**config.mk**
```make
export PLATFORM = sky130hd
export DESIGN_NAME = cpu_writeback
export DESIGN_NICKNAME = d
export VERILOG_FILES = /design/src/rtl/cpu_pkg.sv /design/src/rtl/wb_fifo.sv /design/src/rtl/cpu_writeback.sv
export SDC_FILE = /design/constraint.sdc
export NUM_CORES = 1
export LEC_CHECK = 0
export CAP_MARGIN = 10
export CELL_PAD_IN_SITES_DETAIL_PLACEMENT = 0
export CELL_PAD_IN_SITES_GLOBAL_PLACEMENT = 1
export CORE_UTILIZATION = 43
export CTS_BUF_LIST = sky130_fd_sc_hd__clkbuf_16
export DETAILED_ROUTE_END_ITERATION = 8
export GPL_TIMING_DRIVEN = 0
export PLACE_DENSITY_LB_ADDON = 0.3
export REMOVE_ABC_BUFFERS = 1
export SLEW_MARGIN = 20
export SYNTH_ARGS = -nofsm -noshare
export SYNTH_HDL_FRONTEND = slang
export SYNTH_SLANG_ARGS = --single-unit
```
**constraint.sdc**
```tcl
create_clock -name clk -period 5.9 [get_ports clk]
set_input_delay 1.18 -clock clk [delete_from_list [all_inputs] [get_ports clk]]
set_output_delay 1.18 -clock clk [all_outputs]
set_load 0.005 [all_outputs]
```
**src/rtl/cpu_pkg.sv**
```systemverilog
// rtl/cpu_pkg.sv - shared widths and writeback request type for the CPU writeback slice
package cpu_pkg;

    localparam int XLEN       = 64;
    localparam int NREGS      = 32;
    localparam int REG_ADDR_W = 5;

    // One pending register-file write: destination register and its value.
    typedef struct packed {
        logic [REG_ADDR_W-1:0] addr;
        logic [XLEN-1:0]       data;
    } wb_req_t;

endpackage

```
**src/rtl/wb_fifo.sv**
```systemverilog
// rtl/wb_fifo.sv - synchronous FIFO of writeback requests with a registered ready flag
//
// Ports:
//   clk, rst     rising-edge clock, synchronous active-high reset
//   push_valid   source offers push_req this cycle
//   push_ready   registered "queue not full"; 0 while in reset
//   push_req     entry pushed when push_valid && push_ready
//   pop          consumer removes the head entry (ignored when empty)
//   head         current head entry
//   empty        queue holds no entries
module wb_fifo
    import cpu_pkg::*;
#(
    parameter int DEPTH = 2
) (
    input  logic    clk,
    input  logic    rst,
    input  logic    push_valid,
    output logic    push_ready,
    input  wb_req_t push_req,
    input  logic    pop,
    output wb_req_t head,
    output logic    empty
);

    localparam int AW = $clog2(DEPTH);

    wb_req_t       mem [DEPTH];
    logic [AW-1:0] wr_ptr;
    logic [AW-1:0] rd_ptr;
    logic [AW:0]   count;
    logic [AW:0]   count_next;
    logic          push;
    logic          do_pop;

    assign push       = push_valid && push_ready;
    assign do_pop     = pop && !empty;
    assign count_next = count + (AW+1)'(push) - (AW+1)'(do_pop);
    assign empty      = (count == '0);
    assign head       = mem[rd_ptr];

    // Ready is the not-full flag computed from the next occupancy and then
    // registered, so a pop never opens the queue within the same cycle.
    always_ff @(posedge clk) begin
        if (rst) begin
            wr_ptr     <= '0;
            rd_ptr     <= '0;
            count      <= '0;
            push_ready <= 1'b0;
        end else begin
            if (push) begin
                wr_ptr <= wr_ptr + 1'b1;
            end
            if (do_pop) begin
                rd_ptr <= rd_ptr + 1'b1;
            end
            count      <= count_next;
            push_ready <= (count_next != (AW+1)'(DEPTH));
        end
    end

    // Storage needs no reset; pointers define which entries are live.
    always_ff @(posedge clk) begin
        if (push) begin
            mem[wr_ptr] <= push_req;
        end
    end

endmodule

```
**src/rtl/cpu_writeback.sv**
```systemverilog
// rtl/cpu_writeback.sv - two-source writeback arbiter with register-file write port and busy scoreboard
//
// Ports:
//   clk, rst                        rising-edge clock, synchronous active-high reset
//   alu_valid/ready/addr/data       ALU result stream into its queue
//   mem_valid/ready/addr/data       load result stream into its queue
//   issue_valid, issue_addr         issued instruction marks its destination busy
//   write_enable/addr/data          registered register-file write port
//   busy                            one pending-write bit per register
module cpu_writeback
    import cpu_pkg::*;
#(
    parameter int FIFO_DEPTH = 2,
    parameter int XLEN       = cpu_pkg::XLEN,
    parameter int NREGS      = cpu_pkg::NREGS
) (
    input  logic                  clk,
    input  logic                  rst,
    input  logic                  alu_valid,
    output logic                  alu_ready,
    input  logic [REG_ADDR_W-1:0] alu_addr,
    input  logic [XLEN-1:0]       alu_data,
    input  logic                  mem_valid,
    output logic                  mem_ready,
    input  logic [REG_ADDR_W-1:0] mem_addr,
    input  logic [XLEN-1:0]       mem_data,
    input  logic                  issue_valid,
    input  logic [REG_ADDR_W-1:0] issue_addr,
    output logic                  write_enable,
    output logic [REG_ADDR_W-1:0] write_addr,
    output logic [XLEN-1:0]       write_data,
    output logic [NREGS-1:0]      busy
);

    wb_req_t          alu_req;
    wb_req_t          mem_req;
    wb_req_t          alu_head;
    wb_req_t          mem_head;
    logic             alu_empty;
    logic             mem_empty;
    logic             pop_alu;
    logic             pop_mem;
    logic             last_mem;
    logic [NREGS-1:0] busy_next;

    assign alu_req = '{addr: alu_addr, data: alu_data};
    assign mem_req = '{addr: mem_addr, data: mem_data};

    wb_fifo #(.DEPTH(FIFO_DEPTH)) u_alu_fifo (
        .clk        (clk),
        .rst        (rst),
        .push_valid (alu_valid),
        .push_ready (alu_ready),
        .push_req   (alu_req),
        .pop        (pop_alu),
        .head       (alu_head),
        .empty      (alu_empty)
    );

    wb_fifo #(.DEPTH(FIFO_DEPTH)) u_mem_fifo (
        .clk        (clk),
        .rst        (rst),
        .push_valid (mem_valid),
        .push_ready (mem_ready),
        .push_req   (mem_req),
        .pop        (pop_mem),
        .head       (mem_head),
        .empty      (mem_empty)
    );

    // last_mem records the most recent grant; when both queues hold entries
    // the other source wins. Reset value 1 makes ALU the first winner.
    always_comb begin
        pop_alu = 1'b0;
        pop_mem = 1'b0;
        if (!alu_empty && (mem_empty || last_mem)) begin
            pop_alu = 1'b1;
        end else if (!mem_empty) begin
            pop_mem = 1'b1;
        end
    end

    // Clear for the write retiring now, then set for a new issue so that a
    // same-register collision leaves the bit set.
    always_comb begin
        busy_next = busy;
        if (write_enable) begin
            busy_next[write_addr] = 1'b0;
        end
        if (issue_valid) begin
            busy_next[issue_addr] = 1'b1;
        end
    end

    always_ff @(posedge clk) begin
        if (rst) begin
            write_enable <= 1'b0;
            write_addr   <= '0;
            write_data   <= '0;
            busy         <= '0;
            last_mem     <= 1'b1;
        end else begin
            write_enable <= pop_alu || pop_mem;
            if (pop_alu) begin
                write_addr <= alu_head.addr;
                write_data <= alu_head.data;
                last_mem   <= 1'b0;
            end else if (pop_mem) begin
                write_addr <= mem_head.addr;
                write_data <= mem_head.data;
                last_mem   <= 1'b1;
            end
            busy <= busy_next;
        end
    end

endmodule

```
# == Yosys cells after proc, flatten, opt, wreduce, memory -nomap -nowiden ==
# Memory sizes are Yosys's and may differ from the RTL's. A register that Yosys moved wholly into a read port is not among the register bits.
# Cells that the tools add are included.
# word_totals
reg_bits,113
ramBits,276
inputBits,148
word_cells,69
memories,2
# classes
n_addsub,8
n_lt_le_gt_ge,4
eq_ne,2
mux,23
bitwise,3
n_reduce_logical,14
# mem_list
memory,depth,word_bits,rd,rd_clocked_by_memory_dff,write_ports,line_no,rtl
u_alu_fifo.mem,2,69,1,1,1,wb_fifo.sv:28,wb_req_t mem [DEPTH];
u_mem_fifo.mem,2,69,1,1,1,wb_fifo.sv:28,
# op_table
operator,count
$mux 64,2
$mux 32,2
$and 32x32->32,1
$not 32->32,1
$or 32x32->32,1
$mux 1,15
$lt 5x6->1 const B,2
$demux 1 s5,2
$ge 5x1->1 const B,2
$mux 5,2
$logic_and 1x1->1,7
$add 1x1->1 const B,4
$add 2x1->2,2
$logic_not 2->1,2
$ne 2x2->1 const B,2
$sub 2x1->2,2
$logic_not 1->1,2
$logic_or 1x1->1,2
$reduce_bool 2->1,1

# == Longest topological paths before layout ==
# depth
ltp_word,9
mapped_depth,12

# == Modules after synthesis ==
# Synthesis repeated with hierarchy kept, for this count alone.
# hier_totals
hier_cells,890
area_unflattened_um2,14635.3
# by_module_without_submodules
mod,n_inst,cells_each,area_per_inst_um2,seq_area_each_um2
wb_fifo,2,246,5281.3,4264.1
cpu_writeback,1,398,4072.7,2062.0

# == Worst setup path after synthesis ==
# No wires, ideal clock.
# synth_timing
path_type,input to register
startpoint,input port alu_valid
endpoint,memory u_alu_fifo.mem[0][0] (netlist name) (enable)
setup_ns,0.496
arrival_time_ns,4.155
t_required_ns,5.404
path_slack_ns,1.249
path_stages,2
n_path_buf,0
path_cell_list,nand2_1 > nor2_1
# synth_between
elab_chain_cells,3
# synth_rtl
item,line_no,rtl
from (decl),cpu_writeback.sv:19,"input logic alu_valid,"
$logic_and 1x1->1,wb_fifo.sv:36,assign push = push_valid && push_ready;
$mux 1,wb_fifo.sv:64,if (push) begin
$mux 1 (implied by the code),wb_fifo.sv:65,mem[wr_ptr] <= push_req;
to (decl),wb_fifo.sv:28,
# No other way between the ends.

# == Final worst setup path ==
# layout_timing
startpoint,register write_addr[4]
endpoint,output port write_addr[4]
# layout_rtl
item,line_no,rtl
from (decl),cpu_writeback.sv:30,"output logic [REG_ADDR_W-1:0] write_addr,"
from (signal assigned),cpu_writeback.sv:105,write_addr <= alu_head.addr;
from (signal assigned),cpu_writeback.sv:109,write_addr <= mem_head.addr;
# No word-level cell between the ends.

==> results.md <==
* Status: finished clean
* Via count at 8863
* Critical path arrival at 1670 ps
* Final Setup Violations at 0
* Vias in the first global route at 9141
* H-tree Lvls at 2
* Root buffer cell: clkbuf_16
* Worst R2R End: u_mem_fifo.push_ready
* First-pass GRT wire length at 53000 um
* Data required time of the critical path at 4720 ps
* TritonCTS Buffers at 42
* Antenna Violating Nets Remaining at 0
* Worst Setup Path Type: reg2out
* Hold Crit Class: reg2reg
* Fin crit share at 48.3%
* Non-filler cells, final at 1719
* Hold-fix buffers at CTS at 0
* Largest net degree at the start of global routing at 76
* Drt via density at 5.16
* Startpoint types: flip-flop
* Bufs and invs on worst path at 1
* First drt pass iteration count at 5
* Max-Cap Viols at 0
* Worst relative slew slack at 47.6%
* Post-synthesis cell type count at 40
* Final HPWL DP at 21600 um
* Fin. Hold Viols at 0
* Slowest CP cell: clkdlybuf4s50_1
* Sink Count at 391
* Synth warn at 0
* NumNets Final at 1388
* Layout cell share with drive strength beyond 1 at 11.1%
* Crit-path cells: clkdlybuf4s50_1
* RSZ-0062 raised after global routing: no
* Clk buf depth at 3
* Initial Util at 43.7%
* Count of pins over their slew limit at 0
* Sequential element share of the synthesized area at 72.3%
* Adder-Cell Fraction of Synth Area at 0.342%
* Die area at 0.0348 sq mm
* Final Util at 57.3%
* Post-CTS Setup Inserts at 0
* Least-Margin Pin Slew at 780 ps
* Row count at 67
* Clock transition at path regs at 60 ps
* Syn Area/Cell at 15.0 sq um
* FF+latch count, synth at 391
* Slowest stage delay, CP at 580 ps
* Die W at 187 um
* FF+latch area at 0.0106 sq mm
* Cell depth of the worst min-delay path at 2
* Placer Congestion at 0.744
* R2R depth at 11
* Total Wirelength at 34300 um
* Drt drc at 0
* Simple-gate portion of the synthesized area at 5.89%
* Area added between synthesis and finish at 31.2%
* Area of the core at 0.0335 sq mm
* Post-synthesis mux area share at 8.34%
* Post_cts resized at 0
* Congestion Overflow GR at 0
* CP Max Fanout at 10
* Cell Area, Synth at 0.0146 sq mm
* Worst setup EP type: output pin
* Peak VDD IR at 0.274 mV
* Hold EP: write_data[60]
* Clock network latency to the later pin of the worst-skew pair at 530 ps
* Crit-path leading delay family: buffers and inverters
* Final Critical Period at 2850 ps
* Fillers at 2739
* GRT Total Usage at 19.7%
* Port Buf Inserts at 251
* FF-to-FF Start: u_alu_fifo.count[1]
* Synth Area in Compound Gates at 10.3%
* Fmax at 351 MHz
* Die H at 187 um
* Hold path start: write_data[60]
* Wirelength per Cell at 20.0 um
* Initial DRC count at 410
* PwrDens at 468 mW/mm^2
* Initial antenna violation count at 2
* Worst Skew at 16.4 ps
* Multi-input gate area at 0.00376 sq mm
* CTS tree: built
* Top Ports at 252
* Post-synthesis instance total at 978
* Largest family of logic cells by synthesized area: compound AO/OA/AOI/OAI gates
* Leakage at 6.36 nW
* R2R setup slack at 3320 ps
* Post-Synth XOR/XNOR Area at 0.479%
* Dpl cells at 1640
## cell usage after synthesis (all sizes together)
library cell | count | area, sq um
or3 | 2 | 12.5
buf | 37 | 224
edfxtp | 276 | 8290
a2111oi | 8 | 95.1
nor3b | 4 | 30.0
xnor2 | 3 | 26.3
nand3b | 5 | 37.5
and3 | 4 | 25.0
dfxtp | 115 | 2300
o21bai | 2 | 15.0
xor2 | 5 | 43.8
nor4 | 9 | 81.3
a21oi | 82 | 568
nor2b | 18 | 113
o22a | 61 | 534
nor3 | 2 | 21.3
inv | 8 | 30.0
clkbuf | 23 | 88.8
nor2 | 27 | 101
nand3 | 2 | 10.0
and3b | 3 | 26.3
or2 | 1 | 6.26
a211oi | 8 | 60.1
ha | 4 | 50.1
or3b | 3 | 26.3
o21ai | 45 | 229
mux2i | 122 | 1220
nand2 | 99 | 372
## how the worst max path moves through the flow
stage / slack [ps] / start / endpoint / cells past startpoint
floorplan: 1250 / alu_valid / u_alu_fifo.mem[0][0] / 2
global placement: -2910 / rst / write_data[6] / 4
detailed placement: 2700 / alu_valid / u_alu_fifo.mem[0][33] / 5
CTS: 3050 / write_addr[4] / write_addr[4] / 1
global route: 2980 / write_addr[3] / write_addr[3] / 1
finish: 3050 / write_addr[4] / write_addr[4] / 1
## layer usage
layer	share of wire, %	track usage, %	vias to the layer above
li1	-	-	4203
met1	44	26.2	4347
met2	48	32.7	268
met3	6.5	4.50	43
met4	1.7	5.17	2
met5	0.038	0	-
## cell families after synthesis
| family | after synthesis |
|---|---|
| buf+inv | 68 |
| mux | 122 |
| simple gates | 179 |
| flops | 391 |
| compound gates | 206 |
| fa+ha+maj | 4 |
| xor+xnor | 8 |
## state kept, by name, summed over array words and instances (netlist names), 2 cells and up, named ones only
register          count
busy                 32
u_mem_fifo.mem      138
u_mem_fifo.count      2
u_alu_fifo.mem      138
write_data           64
write_addr            5
u_alu_fifo.count      2
## stage by stage
step | instance area [sq um] | setup TNS (ps) | hold WS, ps | total power [mW] | worst slack, ps
after floorplan | 14300 | 0 | 447 | 5.32 | 1250
after global placement | 17400 | -345510 | 434 | 6.59 | -2910
after detailed placement | 17900 | 0 | 445 | 6.70 | 2700
after CTS | 19200 | 0 | 456 | 9.11 | 3050
after global routing | 19200 | 0 | 473 | 9.43 | 2980
final | 19200 | 0 | 451 | 8.99 | 3050
## power by group
part / switching [mW] / internal, mW / total, mW
combinational: 1.42 / 1.41 / 2.82
clock: 1.04 / 1.35 / 2.39
sequential: 0.295 / 3.48 / 3.78
total: 2.75 / 6.24 / 8.99
## cell type report
| cell class | count | area share (%) |
|---|---|---|
| Antenna cell | 1 | 0.0130 |
| Clock inverter | 34 | 0.866 |
| Inverter | 8 | 0.156 |
| Sequential cell | 391 | 55.2 |
| Timing Repair Buffer | 274 | 15.6 |
| Clock buffer | 44 | 5.73 |
| Tap cell | 448 | 2.92 |
| Multi-Input combinational cell | 519 | 19.6 |
## cell usage in the layout (no fill, tap or decap), types with 8 or more instances in the layout
| master | synthesis | final |
|---|---|---|
| a211oi_1 | 8 | 8 |
| a21oi_1 | 40 | 40 |
| a21oi_2 | 42 | 42 |
| buf_12 | 0 | 9 |
| buf_16 | 0 | 8 |
| clkbuf_16 | 0 | 44 |
| clkdlybuf4s50_1 | 0 | 250 |
| clkinv_1 | 0 | 13 |
| dfxtp_1 | 115 | 113 |
| edfxtp_1 | 276 | 276 |
| inv_1 | 7 | 18 |
| mux2i_1 | 122 | 122 |
| nand2_1 | 99 | 98 |
| nor2_1 | 27 | 25 |
| nor2b_1 | 18 | 18 |
| o21ai_0 | 43 | 43 |
| o22a_1 | 61 | 61 |
Note: power is estimated with default switching activity, not from simulation.
